**src/rtl/wb_regfile.sv**
```systemverilog
// Write-back stage: result select, 32-entry register file with two async read ports,
// and a committed-write counter. Define WB_BYPASS_EN for same-cycle write-through reads.
module wb_regfile #(
    parameter int DATA_W = 32,
    parameter int ADDR_W = 5
) (
    input  logic              CLK,
    input  logic              rst_n,
    input  logic              RegWriteW,
    input  logic              MemToRegW,
    input  logic [DATA_W-1:0] ReadDataW,
    input  logic [DATA_W-1:0] ALUOutW,
    input  logic [ADDR_W-1:0] WriteRegW,
    input  logic [ADDR_W-1:0] A1,
    input  logic [ADDR_W-1:0] A2,
    output logic [DATA_W-1:0] RD1,
    output logic [DATA_W-1:0] RD2,
    output logic [DATA_W-1:0] ResultW,
    output logic [31:0]       WbCount
);

    localparam int DEPTH = 2 ** ADDR_W;

    logic [DATA_W-1:0] regs [DEPTH];
    logic              commit;

    assign ResultW = MemToRegW ? ReadDataW : ALUOutW;

    // Case equality keeps an X enable from being treated as a write in simulation.
    assign commit = (RegWriteW === 1'b1) && (WriteRegW != '0);

    // NOTE: the storage array is reset on purpose: cleared registers are architectural state,
    // so this must stay flops rather than a RAM macro. Sequential state uses <= only.
    always_ff @(posedge CLK or negedge rst_n) begin
        if (!rst_n) begin
            for (int i = 0; i < DEPTH; i++) begin
                regs[i] <= '0;
            end
            WbCount <= '0;
        end else if (commit) begin
            regs[WriteRegW] <= ResultW;
            WbCount         <= WbCount + 32'd1;
        end
    end

    // NOTE: each output gets its default first so every path assigns it and no latch forms.
    always_comb begin
        RD1 = regs[A1];
        if (A1 == '0) begin
            RD1 = '0;
        end
`ifdef WB_BYPASS_EN
        else if (commit && (A1 == WriteRegW)) begin
            RD1 = ResultW;
        end
`endif
    end

    always_comb begin
        RD2 = regs[A2];
        if (A2 == '0) begin
            RD2 = '0;
        end
`ifdef WB_BYPASS_EN
        else if (commit && (A2 == WriteRegW)) begin
            RD2 = ResultW;
        end
`endif
    end

endmodule

```
**config.mk**
```make
export PLATFORM = sky130hd
export DESIGN_NAME = wb_regfile
export DESIGN_NICKNAME = d
export VERILOG_FILES = /design/src/rtl/wb_regfile.sv
export SDC_FILE = /design/constraint.sdc
export NUM_CORES = 2
export LEC_CHECK = 0
export ABC_CLOCK_PERIOD_IN_PS = 2500
export BUFFER_PORTS_ARGS = -buffer_cell sky130_fd_sc_hd__buf_2
export CORE_MARGIN = 2
export CORE_UTILIZATION = 35
export CTS_CLUSTER_SIZE = 30
export DETAILED_ROUTE_END_ITERATION = 10
export SYNTH_ARGS = -nofsm -noshare
export SYNTH_HDL_FRONTEND = slang
export SYNTH_SLANG_ARGS = --single-unit
```
**constraint.sdc**
```tcl
create_clock -name CLK -period 2.5 [get_ports CLK]
set_input_delay 0.5 -clock CLK [delete_from_list [all_inputs] [get_ports CLK]]
set_output_delay 0.5 -clock CLK [all_outputs]
set_load 0.05 [all_outputs]
```
# ---- After elaboration in Yosys (flattened, before gate mapping)
# Index checks and enable logic that the tools add are counted.
dict set report word_totals {
  register_bits 1056
  output_inout_bits 128
  wordCells 59
}
dict set report op_classes {
  n_addsub 1
  n_lt_le_gt_ge 4
  eq_ne 1
  mux 12
  n_bitwise 3
  n_reduce_logical 5
}
# operator n
set op_table {}
lappend op_table {{bitwise mux 1024 bit} 1}
lappend op_table {{binary-select mux 32 bit (select 5 bit)} 2}
lappend op_table {{2-to-1 mux 32 bit} 8}
lappend op_table {{demux 32 bit (select 5 bit)} 1}
lappend op_table {{adder 32 x 1 -> 32 bit (second input constant)} 1}
lappend op_table {{greater-or-equal comparator 6 bit (second input constant)} 3}
lappend op_table {{inverter 5 -> 6 bit} 3}
lappend op_table {{zero test 5 bit} 2}
lappend op_table {{< comparator 6 x 1 -> 1 bit (second input constant)} 1}
lappend op_table {{nonzero test 5 bit} 1}
lappend op_table {{logical AND 1 bit} 2}
lappend op_table {{case equality test 1 bit (second input constant)} 1}

# ---- Longest topological paths before layout
dict set report logic_depth {
  ltp_word 6
  mapped_depth 8
  mapped_depth_nobuf 6
}

# ---- Worst setup path before layout
# Ideal clock, no wire load.
dict set report synth_path {
  path_type {input port to output port}
  from {in A2[0]}
  to {out RD2[11]}
  arrival_ns 2.442
  required_time_ns 2.000
  slack_ns -0.442
  cell_stages 7
  path_cell_list {buf_2 -> buf_4 -> buf_4 -> nor2_1 -> clkbuf_1 -> a22oi_1 -> a31oi_1}
}
dict set report synth_via {
  elab_chain_cells 5
}
# element line_no
set synth_lines {}
lappend synth_lines {{start, declared} 15} ;# input logic [ADDR_W-1:0] A2,
lappend synth_lines {{inverter 5 -> 6 bit (implied by the code)} 60} ;# RD2 = regs[A2];
lappend synth_lines {{binary-select mux 32 bit (select 5 bit)} 60}
lappend synth_lines {{2-to-1 mux 32 bit (implied by the code) (2 in series)} 60}
lappend synth_lines {{2-to-1 mux 32 bit (*)} 61} ;# if (A2 == '0) begin
lappend synth_lines {{end, declared} 17} ;# output logic [DATA_W-1:0] RD2,
# Every way passes the cells marked *; elsewhere a longest branch is shown, timed or not. The select of a mux whose other input is x is not followed.

# ---- Worst setup path in the final report
dict set report layout_path {
  from {reg regs[473] in the netlist's numbering}
  to {out RD2[25]}
}
dict set report layout_via {
  elab_chain_cells 4
}
# element line_no
set layout_lines {}
lappend layout_lines {{start, declared} 24} ;# logic [DATA_W-1:0] regs [DEPTH];
lappend layout_lines {{start signal, assigned by index} 41} ;# regs[WriteRegW] <= ResultW;
lappend layout_lines {{binary-select mux 32 bit (select 5 bit)} 60}
lappend layout_lines {{2-to-1 mux 32 bit (implied by the code) (2 in series)} 60}
lappend layout_lines {{2-to-1 mux 32 bit} 61}
# Every way passes these cells. The select of a mux whose other input is x is not followed.

==> impl_metrics.toml <==
[run_status]
result_of_the_run = "complete, but fails checks"
violations = "negative setup slack"

[timing]
post-route-period-util = 1.20
final-hold-violation-count = 0
setup_violations_final = 64
max_slew.worst_pin.slew_ns = 1.12
upper_clock_frequency_limit_mhz = 332
finClkSkew_ns = 0.0126
slew_headroom = 0.248
finalCriticalPeriod_ns = 3.01
finalWorstSetupSlack_ns = -0.509
slew_viol_final = 0
rsz0062_at_grt = "true"

[die]
pin_count = 211
std_cell_rows = 144
die_width_um = 398
initial_core_util = 0.353
die_y_um = 398
design.core.area_mm2 = 0.154
floorplan.die_area_mm2 = 0.158

[power]
total_power_after_layout_uw = 56900
power.static_leakage_uw = 0.0292
vdd_ir_drop_max_mv = 0.611
cellPowerDensity_mw_per_mm2 = 824

[grt]
grt_pass1_wl_um = 283000
antenna_found_initial = 3
vias_in_the_first_global_route = 42100
grt_overflow = 0
grt_max_degree = 104
globalRouteTotalUtil = 0.240

[clock_network]
number_of_buffers_created_by_cts = 109
tritoncts_sink_count = 1056
worstSkewPairLatency_ns = 0.74
max-clock-path-buffers = 3
clk_pin_slew_ns = 0.06
cts.root.buffer_cell = "sky130_fd_sc_hd__clkbuf_16"
cts_tree = "yes"
htreeDepth = 3

[job]
cap_violations = 0

[routing]
vias_per_cell = 5.75
vias = 41800
detail-route-antenna-nets = 0
avg_wl_per_cell_um = 26.1
first_iter_violations = 4451
route.final.wire_length_um = 189000
route.detailed.drc = 0
firstDrtPassIters = 6

[yosys]
synthArstFlopShare = 1.00
syn_avg_cell_area_um2 = 11.3
synth_nets = 4881
yosysWarningCount = 0
post_synth_inst_count = 4797
synth_edf_count = 0
syn_area_mm2 = 0.0543
yosysUniqueCellTypes = 45
synth.yosys.seq_area_share = 0.486
ys_ff_latch = 1056
ys_dominant_reg_cell = "sky130_fd_sc_hd__dfrtp_1"

[layout]
nets = 5211
fin_cells = 7268
postLayoutCoreUtil = 0.449
share_of_layout_cells_above_drive_strength_1 = 0.351
fillerInstances = 13900
area_growth_pct = 27.2

[critical_path]
critical-path-top-delay-family = "multiplexers"
cp.required_ns = 2.00
path_cells = "mux4_2, mux2i_1, nor2_2, a221oi_2, buf_4, a21oi_4, buf_12"
worst-path-max-fanout = 3
critPathSlowestCell = "sky130_fd_sc_hd__mux4_2"
critPathMaxStageDelay_ns = 0.48
setup.worst_path.end_class = "primary output"
arrival_worst_endpoint_ns = 2.51
worstPathBufferInverterCount = 2
critPathLaunchType = "register"
critPathKind = "register to primary output"

[place]
last_weighted_congestion_value_of_the_routability_driven_placer = 0.854
dp.final_hpwl_um = 124000
portBuffers = 210
place_inst = 7001

[min_path]
min-delay-path-class = "input port to register"
==> cells by family after synthesis <==
| group | Yosys count | share of synthesized area |
|---|---|---|
| compound gates | 1251 | 0.120 |
| simple gates | 1176 | 0.0859 |
| flops | 1056 | 0.486 |
| mux | 737 | 0.256 |
| buf+inv | 545 | 0.0463 |
| xor+xnor | 31 | 0.00500 |
| fa+ha+maj | 1 | 0.000230 |
==> cell usage after synthesis, types with 2 or more instances <==
master / number / area [um^2]
sky130_fd_sc_hd__xnor2_1: 26 / 228
sky130_fd_sc_hd__nor2_1: 542 / 2030
sky130_fd_sc_hd__nor3b_1: 4 / 30.0
sky130_fd_sc_hd__nor2_4: 4 / 45.0
sky130_fd_sc_hd__xor2_1: 5 / 43.8
sky130_fd_sc_hd__or2_1: 2 / 12.5
sky130_fd_sc_hd__clkbuf_1: 290 / 1090
sky130_fd_sc_hd__and4_1: 3 / 26.3
sky130_fd_sc_hd__o21ai_0: 500 / 2500
sky130_fd_sc_hd__nand2b_1: 2 / 12.5
sky130_fd_sc_hd__and3_1: 10 / 62.6
sky130_fd_sc_hd__a31oi_1: 46 / 288
sky130_fd_sc_hd__and2_1: 3 / 18.8
sky130_fd_sc_hd__nor3_1: 2 / 10.0
sky130_fd_sc_hd__buf_6: 25 / 282
sky130_fd_sc_hd__nor2_2: 9 / 56.3
sky130_fd_sc_hd__buf_1: 17 / 63.8
sky130_fd_sc_hd__nand3b_1: 4 / 30.0
sky130_fd_sc_hd__o21ai_1: 44 / 220
sky130_fd_sc_hd__nand4_1: 7 / 43.8
sky130_fd_sc_hd__a221oi_1: 18 / 158
sky130_fd_sc_hd__nand3_2: 2 / 20.0
sky130_fd_sc_hd__or2_2: 3 / 18.8
sky130_fd_sc_hd__mux2i_1: 114 / 1140
sky130_fd_sc_hd__dfrtp_1: 1056 / 26400
sky130_fd_sc_hd__mux4_2: 512 / 11500
sky130_fd_sc_hd__a21oi_1: 594 / 2970
sky130_fd_sc_hd__inv_1: 32 / 120
sky130_fd_sc_hd__nor4_2: 2 / 25.0
sky130_fd_sc_hd__mux2_2: 111 / 1250
sky130_fd_sc_hd__buf_2: 159 / 796
sky130_fd_sc_hd__buf_4: 21 / 158
sky130_fd_sc_hd__nand2_1: 555 / 2080
sky130_fd_sc_hd__a22oi_1: 46 / 345
sky130_fd_sc_hd__nor2b_1: 7 / 43.8
sky130_fd_sc_hd__nand3_1: 11 / 55.1
==> state kept, by name, summed over array words and instances (netlist names) <==
name / flops
WbCount: 32
regs: 1024
==> final timing paths <==
path | from | endpoint | slack [ns] | depth (start not counted)
setup / recovery | regs[473] | RD2[25] | -0.51 | 7
hold / removal | ALUOutW[18] | regs[530] | 0.16 | 3
setup reg to reg | WbCount[4] | WbCount[31] | 0.67 | 5
hold reg to reg | regs[1020] | regs[1020] | 0.40 | 0
max in group asynchronous | rst_n | regs[672] | 1.26 | 3
min in group asynchronous | rst_n | regs[9] | 0.29 | 2
==> worst register-to-register path: stages (launching register included) <==
cell and delay (ns):
sky130_fd_sc_hd__dfrtp_1 0.46, sky130_fd_sc_hd__and4_1 0.29, sky130_fd_sc_hd__and3_1 0.20, sky130_fd_sc_hd__and3_1 0.43
sky130_fd_sc_hd__nand4_1 0.18, sky130_fd_sc_hd__xnor2_1 0.16
==> cell usage in the layout (no fill, tap or decap), types with 6 or more instances in the layout <==
| cell | count |
|---|---|
| sky130_fd_sc_hd__clkbuf_16 | 110 |
| sky130_fd_sc_hd__mux4_2 | 512 |
| sky130_fd_sc_hd__mux2_4 | 44 |
| sky130_fd_sc_hd__nand2_2 | 6 |
| sky130_fd_sc_hd__nand3_1 | 11 |
| sky130_fd_sc_hd__o21ai_2 | 12 |
| sky130_fd_sc_hd__a31oi_4 | 46 |
| sky130_fd_sc_hd__a21oi_1 | 562 |
| sky130_fd_sc_hd__and3_1 | 10 |
| sky130_fd_sc_hd__nor2_4 | 20 |
| sky130_fd_sc_hd__inv_1 | 32 |
| sky130_fd_sc_hd__mux2i_1 | 72 |
| sky130_fd_sc_hd__o21ai_1 | 40 |
| sky130_fd_sc_hd__nor2_1 | 534 |
| sky130_fd_sc_hd__a22oi_1 | 10 |
| sky130_fd_sc_hd__nand4_1 | 7 |
| sky130_fd_sc_hd__buf_4 | 349 |
| sky130_fd_sc_hd__mux2i_2 | 29 |
| sky130_fd_sc_hd__clkbuf_1 | 12 |
| sky130_fd_sc_hd__buf_2 | 136 |
| sky130_fd_sc_hd__buf_6 | 16 |
| sky130_fd_sc_hd__dfrtp_1 | 1056 |
| sky130_fd_sc_hd__buf_8 | 8 |
| sky130_fd_sc_hd__a22oi_2 | 36 |
| sky130_fd_sc_hd__a21oi_2 | 20 |
| sky130_fd_sc_hd__clkbuf_8 | 19 |
| sky130_fd_sc_hd__xnor2_1 | 26 |
| sky130_fd_sc_hd__a21oi_4 | 12 |
| sky130_fd_sc_hd__buf_12 | 208 |
| sky130_fd_sc_hd__clkinvlp_4 | 10 |
| sky130_fd_sc_hd__mux2i_4 | 13 |
| sky130_fd_sc_hd__bufinv_16 | 22 |
| sky130_fd_sc_hd__clkinv_2 | 25 |
| sky130_fd_sc_hd__nand2_1 | 535 |
| sky130_fd_sc_hd__nand2_4 | 14 |
| sky130_fd_sc_hd__mux2_2 | 67 |
| sky130_fd_sc_hd__o21ai_0 | 451 |
| sky130_fd_sc_hd__a221oi_2 | 18 |
| sky130_fd_sc_hd__buf_16 | 13 |
| sky130_fd_sc_hd__o21ai_4 | 41 |
==> report_power, final <==
| part | leakage [uW] | internal (uW) | total [uW] | switching [uW] |
|---|---|---|---|---|
| sequential | 0.0132 | 20700 | 23500 | 2820 |
| clock | 0.00197 | 10900 | 18400 | 7430 |
| combinational | 0.0140 | 7820 | 15000 | 7210 |
==> area by class of cell <==
class	count	area [um^2]	area share
diodes	2	5.00	0.0000724
flip-flops and latches	1056	26400	0.382
clock inverters	65	982	0.0142
repair buffers	732	8170	0.118
inverters	32	120	0.00174
clock buffers	141	3060	0.0443
multi-input cells	3196	27800	0.402
well taps	2044	2560	0.0370
==> per-stage QoR <==
step           setup slack (ns)  cell area [um^2]  TNS (ns)  hold slack [ns]
6_report                 -0.509             69100    -25.47            0.157
3_5_place_dp             -0.557             63300    -26.25            0.383
5_1_grt                  -0.599             69100    -29.58            0.133
4_1_cts                  -0.552             68600    -27.67            0.105
2_1_floorplan           -0.0385             55400    -0.955            0.204
3_3_place_gp             -0.585             63300    -26.11            0.377
==> metal layers <==
| layer | up-vias | routed length, um | GRT usage |
|---|---|---|---|
| li1 | 18000 | - | - |
| met1 | 21600 | 77900 | 0.329 |
| met2 | 1795 | 88500 | 0.378 |
| met3 | 336 | 15900 | 0.0481 |
| met4 | 2 | 7100 | 0.0853 |
| met5 | - | 7 | 0 |
==> what timing repair did <==
action	CTS	global route
pin swaps	33	21
hold buffers	1	0
endpoints found under the setup margin	64	64
gates resized for setup	186	59
hold endpoints to repair	18	0
buffers inserted	35	26
gates cloned	5	0
Power figures use the tool's default switching activity.
